`src/rtl/alu_pkg.sv`:
```
// Shared types and helpers for the ALU-side datapath blocks.
// Covers the multiply/divide unit operation codes and FSM states.
package alu_pkg;

  typedef enum logic [2:0] {
    MDU_MULT  = 3'd0,
    MDU_MULTU = 3'd1,
    MDU_DIV   = 3'd2,
    MDU_DIVU  = 3'd3,
    MDU_MTHI  = 3'd4,
    MDU_MTLO  = 3'd5
  } mdu_op_t;

  typedef enum logic [1:0] {
    IDLE = 2'd0,
    CALC = 2'd1,
    FIX  = 2'd2
  } mdu_state_t;

  // Callers zero-extend into this width and size-cast the result back down.
  // Any vector up to MDU_MAX_W bits can be negated, which limits WIDTH to 64.
  localparam int unsigned MDU_MAX_W = 128;

  function automatic logic [MDU_MAX_W-1:0] twos_neg(input logic [MDU_MAX_W-1:0] v);
    return ~v + MDU_MAX_W'(1);
  endfunction

endpackage

```
`src/rtl/mdu_iter_core.sv`:
```
// Single combinational iteration of the MDU.
// Performs either a shift-add multiply step or a restoring divide step on a shared 2*WIDTH accumulator.
module mdu_iter_core #(
  parameter int WIDTH = 32
) (
  input  logic               is_div,
  input  logic [2*WIDTH-1:0] acc_in,
  input  logic [WIDTH-1:0]   operand,
  output logic [2*WIDTH-1:0] acc_out
);

  logic [WIDTH:0]   add_sum;
  logic [WIDTH:0]   shifted_rem;
  logic [WIDTH-1:0] sub_diff;
  logic             sub_ok;

  // Multiply: the upper half accumulates partial products and the lower half holds the
  // unconsumed multiplier bits. Divide: the upper half is the remainder and the lower
  // half is the dividend being shifted out while quotient bits are shifted in.
  always_comb begin
    add_sum     = {1'b0, acc_in[2*WIDTH-1:WIDTH]} + (acc_in[0] ? {1'b0, operand} : '0);
    shifted_rem = acc_in[2*WIDTH-1:WIDTH-1];
    sub_ok      = (shifted_rem >= {1'b0, operand});
    sub_diff    = shifted_rem[WIDTH-1:0] - operand;
    acc_out     = {add_sum, acc_in[WIDTH-1:1]};
    if (is_div) begin
      if (sub_ok) begin
        acc_out = {sub_diff, acc_in[WIDTH-2:0], 1'b1};
      end else begin
        acc_out = {shifted_rem[WIDTH-1:0], acc_in[WIDTH-2:0], 1'b0};
      end
    end
  end

endmodule

```
`src/rtl/mdu_hilo.sv`:
```
// Iterative multiply/divide unit with the architectural HI/LO registers.
// Works on operand magnitudes for WIDTH cycles, then applies sign fixes in a single FIX cycle.
module mdu_hilo
  import alu_pkg::*;
#(
  parameter int WIDTH = 32
) (
  input  logic             clk,
  input  logic             rst,
  input  logic             start,
  input  logic [2:0]       op,
  input  logic [WIDTH-1:0] a,
  input  logic [WIDTH-1:0] b,
  output logic             busy,
  output logic             done,
  output logic             div_zero,
  output logic [WIDTH-1:0] hi,
  output logic [WIDTH-1:0] lo
);

  localparam int DW = 2 * WIDTH;
  localparam int CW = $clog2(WIDTH + 1);

  mdu_state_t       state_q, state_d;
  logic [CW-1:0]    cnt_q, cnt_d;
  logic [DW-1:0]    acc_q, acc_d;
  logic [WIDTH-1:0] opnd_q, opnd_d;
  logic             is_div_q, is_div_d;
  logic             res_neg_q, res_neg_d;
  logic             rem_neg_q, rem_neg_d;
  logic             b_zero_q, b_zero_d;
  logic [WIDTH-1:0] a_raw_q, a_raw_d;
  logic [WIDTH-1:0] hi_q, hi_d;
  logic [WIDTH-1:0] lo_q, lo_d;
  logic             done_q, done_d;
  logic             div_zero_q, div_zero_d;

  logic             is_arith, is_signed, is_div_op;
  logic             a_neg, b_neg;
  logic [WIDTH-1:0] a_mag, b_mag;
  logic [DW-1:0]    acc_next;
  logic [DW-1:0]    prod_neg;
  logic [WIDTH-1:0] quot_neg, rem_negv;

  mdu_iter_core #(.WIDTH(WIDTH)) u_iter (
    .is_div  (is_div_q),
    .acc_in  (acc_q),
    .operand (opnd_q),
    .acc_out (acc_next)
  );

  always_comb begin
    is_arith  = (op == MDU_MULT) || (op == MDU_MULTU) || (op == MDU_DIV) || (op == MDU_DIVU);
    is_signed = (op == MDU_MULT) || (op == MDU_DIV);
    is_div_op = (op == MDU_DIV) || (op == MDU_DIVU);
    a_neg     = is_signed & a[WIDTH-1];
    b_neg     = is_signed & b[WIDTH-1];
    a_mag     = a_neg ? WIDTH'(twos_neg(MDU_MAX_W'(a))) : a;
    b_mag     = b_neg ? WIDTH'(twos_neg(MDU_MAX_W'(b))) : b;
    prod_neg  = DW'(twos_neg(MDU_MAX_W'(acc_q)));
    quot_neg  = WIDTH'(twos_neg(MDU_MAX_W'(acc_q[WIDTH-1:0])));
    rem_negv  = WIDTH'(twos_neg(MDU_MAX_W'(acc_q[DW-1:WIDTH])));
  end

  always_comb begin
    state_d    = state_q;
    cnt_d      = cnt_q;
    acc_d      = acc_q;
    opnd_d     = opnd_q;
    is_div_d   = is_div_q;
    res_neg_d  = res_neg_q;
    rem_neg_d  = rem_neg_q;
    b_zero_d   = b_zero_q;
    a_raw_d    = a_raw_q;
    hi_d       = hi_q;
    lo_d       = lo_q;
    done_d     = 1'b0;
    div_zero_d = 1'b0;

    case (state_q)
      IDLE: begin
        if (start) begin
          if (is_arith) begin
            // Divide keeps the dividend in the low half; multiply keeps the multiplier there.
            acc_d     = is_div_op ? {{WIDTH{1'b0}}, a_mag} : {{WIDTH{1'b0}}, b_mag};
            opnd_d    = is_div_op ? b_mag : a_mag;
            is_div_d  = is_div_op;
            res_neg_d = a_neg ^ b_neg;
            rem_neg_d = a_neg;
            b_zero_d  = (b == '0);
            a_raw_d   = a;
            cnt_d     = CW'(WIDTH);
            state_d   = CALC;
          end else if (op == MDU_MTHI) begin
            hi_d = a;
          end else if (op == MDU_MTLO) begin
            lo_d = a;
          end
        end
      end

      CALC: begin
        acc_d = acc_next;
        cnt_d = cnt_q - CW'(1);
        if (cnt_q == CW'(1)) begin
          state_d = FIX;
        end
      end

      FIX: begin
        if (is_div_q) begin
          if (b_zero_q) begin
            lo_d       = '1;
            hi_d       = a_raw_q;
            div_zero_d = 1'b1;
          end else begin
            // The most-negative / -1 case yields a magnitude quotient of 2^(W-1) with no
            // negation applied, which is exactly the required wrapped result.
            lo_d = res_neg_q ? quot_neg : acc_q[WIDTH-1:0];
            hi_d = rem_neg_q ? rem_negv : acc_q[DW-1:WIDTH];
          end
        end else begin
          {hi_d, lo_d} = res_neg_q ? prod_neg : acc_q;
        end
        done_d  = 1'b1;
        state_d = IDLE;
      end

      default: begin
        state_d = IDLE;
      end
    endcase
  end

  always_ff @(posedge clk) begin
    if (rst) begin
      state_q    <= IDLE;
      cnt_q      <= '0;
      acc_q      <= '0;
      opnd_q     <= '0;
      is_div_q   <= 1'b0;
      res_neg_q  <= 1'b0;
      rem_neg_q  <= 1'b0;
      b_zero_q   <= 1'b0;
      a_raw_q    <= '0;
      hi_q       <= '0;
      lo_q       <= '0;
      done_q     <= 1'b0;
      div_zero_q <= 1'b0;
    end else begin
      state_q    <= state_d;
      cnt_q      <= cnt_d;
      acc_q      <= acc_d;
      opnd_q     <= opnd_d;
      is_div_q   <= is_div_d;
      res_neg_q  <= res_neg_d;
      rem_neg_q  <= rem_neg_d;
      b_zero_q   <= b_zero_d;
      a_raw_q    <= a_raw_d;
      hi_q       <= hi_d;
      lo_q       <= lo_d;
      done_q     <= done_d;
      div_zero_q <= div_zero_d;
    end
  end

  assign busy     = (state_q != IDLE);
  assign done     = done_q;
  assign div_zero = div_zero_q;
  assign hi       = hi_q;
  assign lo       = lo_q;

endmodule
```
`config.mk`:
```
export PLATFORM = sky130hd
export DESIGN_NAME = mdu_hilo
export DESIGN_NICKNAME = d
export VERILOG_FILES = /design/src/rtl/alu_pkg.sv /design/src/rtl/mdu_iter_core.sv /design/src/rtl/mdu_hilo.sv
export SDC_FILE = /design/constraint.sdc
export NUM_CORES = 1
export LEC_CHECK = 0
export CAP_MARGIN = 5
export CORE_UTILIZATION = 58
export DETAILED_ROUTE_END_ITERATION = 6
export GPL_TIMING_DRIVEN = 0
export PLACE_DENSITY_LB_ADDON = 0.12
export SLEW_MARGIN = 20
export SYNTH_ARGS = -nofsm -noshare
export SYNTH_HDL_FRONTEND = slang
export SYNTH_SLANG_ARGS = --single-unit
```
`constraint.sdc`:
```
create_clock -name clk -period 5.3 [get_ports clk]
set_input_delay 0.795 -clock clk [delete_from_list [all_inputs] [get_ports clk]]
set_output_delay 0.795 -clock clk [all_outputs]
set_load 0.01 [all_outputs]
```
==> flow_summary.yaml, run 1 <==
run_status:
  status: "finished, final reports clean"
die:
  rows: 61
  io_pins: 137
  initial_utilization_pct: 59.7
  die_y_um: 172
  dieArea_um2: 29600
  die_x_um: 172
  core_um2: 28100
routing:
  drt_iter0_drc: 2676
  drt_wl_total_um: 71800
  wl_per_cell_um: 25.2
  drc: 0
  vias_per_cell: 6.83
  ant_nets: 0
  drt-pass1-iter-count: 6
  num_vias: 19400
sta:
  finalSetupTns_ps: 0
  fin_ws_ps: 399
  min_period_ps: 4900
  hold_violations: 0
  rsz0062_at_grt: "no"
  slew_viol_final: 0
  fmax_mhz: 204
  fin_crit_sh_pct: 92.5
  worst_hold_slack_ps: 457
  worst_pin_slew_ps: 1140
  setup_viol_count_final: 0
  fin_skew_ps: 20.6
  relSlewSlack_pct: 24.3
logic_synthesis:
  syn_inst: 2294
  synth_nets: 2436
  ys.flop_type: "dfxtp_1"
  yosysUniqueCellTypes: 79
  avgSynthCellArea_um2: 7.32
  ys_warn_count: 0
  synth-seq-area-share_pct: 24.6
  synth_edf_count: 0
  synth_async_sr_flop_share_pct: 0
  ys_ff_latch: 206
  syn_area_um2: 16800
power:
  power.density_nw_per_um2: 265
  ir_worst_vdd_v: 0.000287
  leakagePower_nw: 7.41
  p_total_w: 0.00519
clocking:
  cts_buffer_depth: 3
  ctsRootBufferMaster: "clkbuf_16"
  cts_tree: "yes"
  postCtsHoldBufs: 0
  cts.htree.levels: 1
  path_clk_slew_ps: 70
  clkLatencyLatePin_ps: 570
  numCtsBuffers: 26
  clock-sinks: 206
flow_run:
  maxCapViolations: 0
global_route:
  grt_pass1_wl_um: 106000
  antenna_found_initial: 1
  grt-ovfl-total: 0
  track_usage_pct: 47.8
  grt_pass1_vias: 18100
  grt_max_degree: 15
placed_design:
  port_buffers: 124
  place_ws_ps: 555
  dp_hpwl_um: 54800
  gp_congestion: 1.06
hold_path:
  holdCritPathClass: "reg -> reg"
layout:
  fin_nets: 2588
  diodes: 0
  area_growth_pct: 16.5
  drive_above_1_share_pct: 3.85
critical_path:
  end_kind: "register"
  start_kind: "register"
  critPathArrivalTime_ps: 5350
  crit_required_ps: 5750
  critPathMaxFanout: 10
  path_class: "reg -> reg"
[worst paths after layout]
check / startpoint / to / slack [ps] / cells past startpoint
min reg2reg: opnd_q[26] / opnd_q[26] / 460 / 2
max reg2reg: acc_q[0] / acc_q[62] / 400 / 14
min: opnd_q[26] / opnd_q[26] / 460 / 2
max: acc_q[0] / acc_q[62] / 400 / 14
[registers in the layout, indices dropped and copies added, names as in the netlist, 2 cells and up]
name / cells
a_raw_q: 32
acc_q: 64
cnt_q: 6
hi: 32
lo: 32
opnd_q: 32
state_q: 2
[cell families (layout without fill, tap and decap cells)]
logic type | after synthesis | in the layout | synth area share, %
AOI/OAI and AO/OA | 699 | 699 | 26.7
xor gates and xnor gates | 202 | 202 | 10.5
adders and majority gates | 72 | 72 | 5.46
buffers and inverters | 269 | 441 | 6.20
DFF | 206 | 206 | 24.6
muxes | 99 | 99 | 5.93
and+or+nand+nor | 747 | 747 | 20.5
[Yosys cell counts (all sizes together), types with 34 or more instances]
cell type / n / area (um^2)
nand2: 289 / 1080
nor2: 226 / 856
a21oi: 208 / 1040
dfxtp: 206 / 4120
clkbuf: 171 / 642
o21ai: 135 / 676
xnor2: 116 / 1020
mux2i: 95 / 951
o211ai: 88 / 661
xor2: 86 / 753
inv: 74 / 278
ha: 70 / 876
nor3: 55 / 280
a211oi: 34 / 255
[per-stage QoR]
stage	util, %	instance area [um^2]	std cells
after floorplan	-	16800	2294
after global placement	65.9	18500	2796
after detailed placement	65.9	18500	2796
after CTS	69.6	19500	2844
after global routing	69.6	19500	2844
final	69.6	19500	2844
[placed cells by master, fill, tap and decap left out, types with 33 or more instances in the layout]
cell type and count:
o211ai_1 88, dfxtp_1 206, ha_1 70, nand2_1 289, o21ai_0 122, xor2_1 86
clkdlybuf4s50_1 124, a21oi_1 207, xnor2_1 116, clkbuf_1 171, inv_1 74, a211oi_1 33
nor3_1 53, nor2_1 225, mux2i_1 95
[layer usage]
layer | track usage (%) | vias up | routed length (um)
met5 | 3.13 | - | 103
met4 | 33.6 | 2 | 5520
met3 | 11.6 | 373 | 9000
met2 | 72.2 | 1447 | 30400
met1 | 59.4 | 9045 | 26700
li1 | - | 8571 | -
[final cells by class]
| class | instances | area, um^2 |
|---|---|---|
| plain buffers | 195 | 763 |
| clock inverters | 18 | 335 |
| repair buffers | 124 | 1240 |
| clock buffers | 30 | 706 |
| well taps | 378 | 473 |
| multi-input cells | 1819 | 11600 |
| flip-flops and latches | 206 | 4120 |
| fillers | 2397 | 8540 |
| inverters | 74 | 278 |
[what timing repair did]
| item | in CTS | in global routing |
|---|---|---|
| setup buffers | 0 | 0 |
| setup endpoints to repair | 0 | 1 |
| resized for setup | 0 | 1 |
[report_power, final]
part	internal [W]	switching (W)
clock network	0.00135	0.000804
logic	0.000455	0.000846
registers	0.00164	0.0000890
[worst max-delay path, stage by stage (launching register included)]
cell and delay [ps]:
dfxtp_1 410, inv_1 420, clkbuf_1 490, nor2_1 100, ha_1 280, clkbuf_1 200, a211oi_2 430, nand2_1 170
a31oi_1 480, nor4_1 190, a31o_2 290, o41ai_1 620, o21ai_0 260, mux2i_1 170, a32o_1 250
Power figures use the tool's default switching activity.
==> run 2: changes to the inputs <==
--- a/config.mk
+++ b/config.mk
@@ -6,8 +6,10 @@
 export NUM_CORES = 1
 export LEC_CHECK = 0
 export CAP_MARGIN = 5
+export CORE_ASPECT_RATIO = 1.4
 export CORE_UTILIZATION = 58
 export DETAILED_ROUTE_END_ITERATION = 6
+export GPL_ROUTABILITY_DRIVEN = 0
 export GPL_TIMING_DRIVEN = 0
 export PLACE_DENSITY_LB_ADDON = 0.12
 export SLEW_MARGIN = 20
==> flow_summary.yaml, run 2 (synthesis gave the netlist of run 1 again) <==
run_status:
  status: "finished with violations"
  violations: "DRC"
power:
  switching_share_pct: 35.0
  intPower_w: 0.00304
  p_total_w: 0.00468
  ir_worst_vdd_v: 0.000251
  leakagePower_nw: 7.26
  pwr-share-clk_pct: 35.1
  power.density_nw_per_um2: 243
  p_comb_share_pct: 27.8
  sequentialPowerShare_pct: 37.1
  switchingPower_w: 0.00164
critical_path:
  critPathMaxFanout: 10
  path_class: "reg -> reg"
  crit_top_cell: "clkbuf_1"
  cp_cell_sequence: "inv_1, clkbuf_1, nor2_1, ha_1, clkbuf_1, a211oi_1, nand2_1, a31oi_1, nor4_1, a31o_2, o41ai_1, o21ai_0, mux2i_1, a32o_1"
  critPathCapture: "acc_q[62]"
  reg2reg_from: "acc_q[0]"
  crit_required_ps: 5730
  slowest_delay_ps: 570
  rrSetupSlack_ps: 400
  critPathArrivalTime_ps: 5320
  worstRegToRegCells: 14
  cp_slowest_cell: "a211oi_1"
  end_kind: "register"
  start_kind: "register"
  cp-startpoint: "acc_q[0]"
  reg2reg_to: "acc_q[62]"
die:
  die_x_um: 146
  io_pins: 137
  dieArea_um2: 29600
  rows: 73
  die_y_um: 203
  initial_utilization_pct: 59.1
  core_um2: 28400
placed_design:
  port_buffers: 124
  dp_hpwl_um: 53300
  placed_area_um2: 18500
  dp_cells: 2793
sta:
  relSlewSlack_pct: 30.8
  worst_hold_slack_ps: 449
  fmax_mhz: 204
  worst_pin_slew_ps: 1030
  fin_crit_sh_pct: 92.4
  min_period_ps: 4900
  fin_skew_ps: 21.2
  rsz0062_at_grt: "no"
  hold_violations: 0
  finalSetupTns_ps: 0
  setup_viol_count_final: 0
  slew_viol_final: 0
layout:
  num-fill-cells: 2495
  stdcell_count: 2834
  drive_above_1_share_pct: 3.25
  area_growth_pct: 14.7
  finish.instance_area_um2: 19200
  largest_reg_flops: 64
  largest_register: "acc_q"
  fin_nets: 2584
  final_common_cell: "nand2_1"
  final_cell_mix: "289 x nand2_1, 225 x nor2_1, 207 x a21oi_1"
global_route:
  grt-ovfl-total: 0
  antenna_found_initial: 0
  grt_max_degree: 14
  grt_pass1_vias: 18300
  grt_pass1_wl_um: 106000
  track_usage_pct: 46.6
routing:
  drt_wl_total_um: 70100
  drt_iter0_drc: 2350
  ant_nets: 0
  drt-pass1-iter-count: 7
  vias_per_cell: 6.82
  wl_per_cell_um: 24.7
  drc: 34
  num_vias: 19300
clocking:
  numCtsBuffers: 22
  clock-sinks: 206
  path_clk_slew_ps: 60
  cts_tree: "yes"
  clkLatencyLatePin_ps: 550
  post_cts_buffers: 0
  cts.htree.levels: 1
  cts_buffer_depth: 3
  cts_resized: 0
  postCtsHoldBufs: 0
  ctsRootBufferMaster: "clkbuf_16"
hold_path:
  holdCritPathClass: "reg -> reg"
flow_run:
  maxCapViolations: 0
## run 2: through the flow
stage | util (%) | setup slack (ps)
2_1_floorplan | - | 2040
3_3_place_gp | 65.1 | 780
3_5_place_dp | 65.1 | 772
4_1_cts | 67.7 | 739
5_1_grt | 67.7 | 235
6_report | 67.7 | 402
## run 2: worst min-delay path by stage
stage,end,slack (ps),cells past startpoint,startpoint
final,opnd_q[11],450,2,opnd_q[11]
after global placement,a_raw_q[26],440,2,a_raw_q[26]
after floorplan,opnd_q[25],430,2,opnd_q[25]
after detailed placement,opnd_q[11],450,2,opnd_q[11]
after CTS,opnd_q[11],450,2,opnd_q[11]
after global routing,opnd_q[10],470,2,opnd_q[10]
## run 2: area by class of cell
type | count | area (um^2) | share of cell area (%)
Clock buffer | 33 | 653 | 3.39
Tap cell | 375 | 469 | 2.44
Inverter | 74 | 278 | 1.44
Timing Repair Buffer | 124 | 1240 | 6.45
Sequential cell | 206 | 4120 | 21.4
Multi-Input combinational cell | 1819 | 11600 | 60.4
Buffer | 195 | 763 | 3.97
Clock inverter | 7 | 90.1 | 0.468
Antenna cell | 1 | 2.50 | 0.0130
## run 2: critical path: cells and delay by family, from the launching register on
family / cells / cell delay, ps
simple gates: 3 / 420
fa+ha+maj: 1 / 290
flops: 1 / 410
compound gates: 6 / 2340
mux: 1 / 150
buf+inv: 3 / 1180
## run 2: power groups by stage
stage | Clock, W | Combinational, W | Sequential [W]
after floorplan | 0 | 0.000803 | 0.00173
after global placement | 0 | 0.00120 | 0.00176
after detailed placement | 0 | 0.00122 | 0.00176
after CTS | 0.00162 | 0.00123 | 0.00173
after global routing | 0.00170 | 0.00138 | 0.00174
final | 0.00164 | 0.00130 | 0.00174
## run 2: routing by layer
metal	GRT usage, %	wire length, um	up-vias
met4	42.8	7650	0
li1	-	-	8549
met2	73.5	30400	1473
met5	0	0	-
met1	51.4	23500	8846
met3	12.4	8590	473
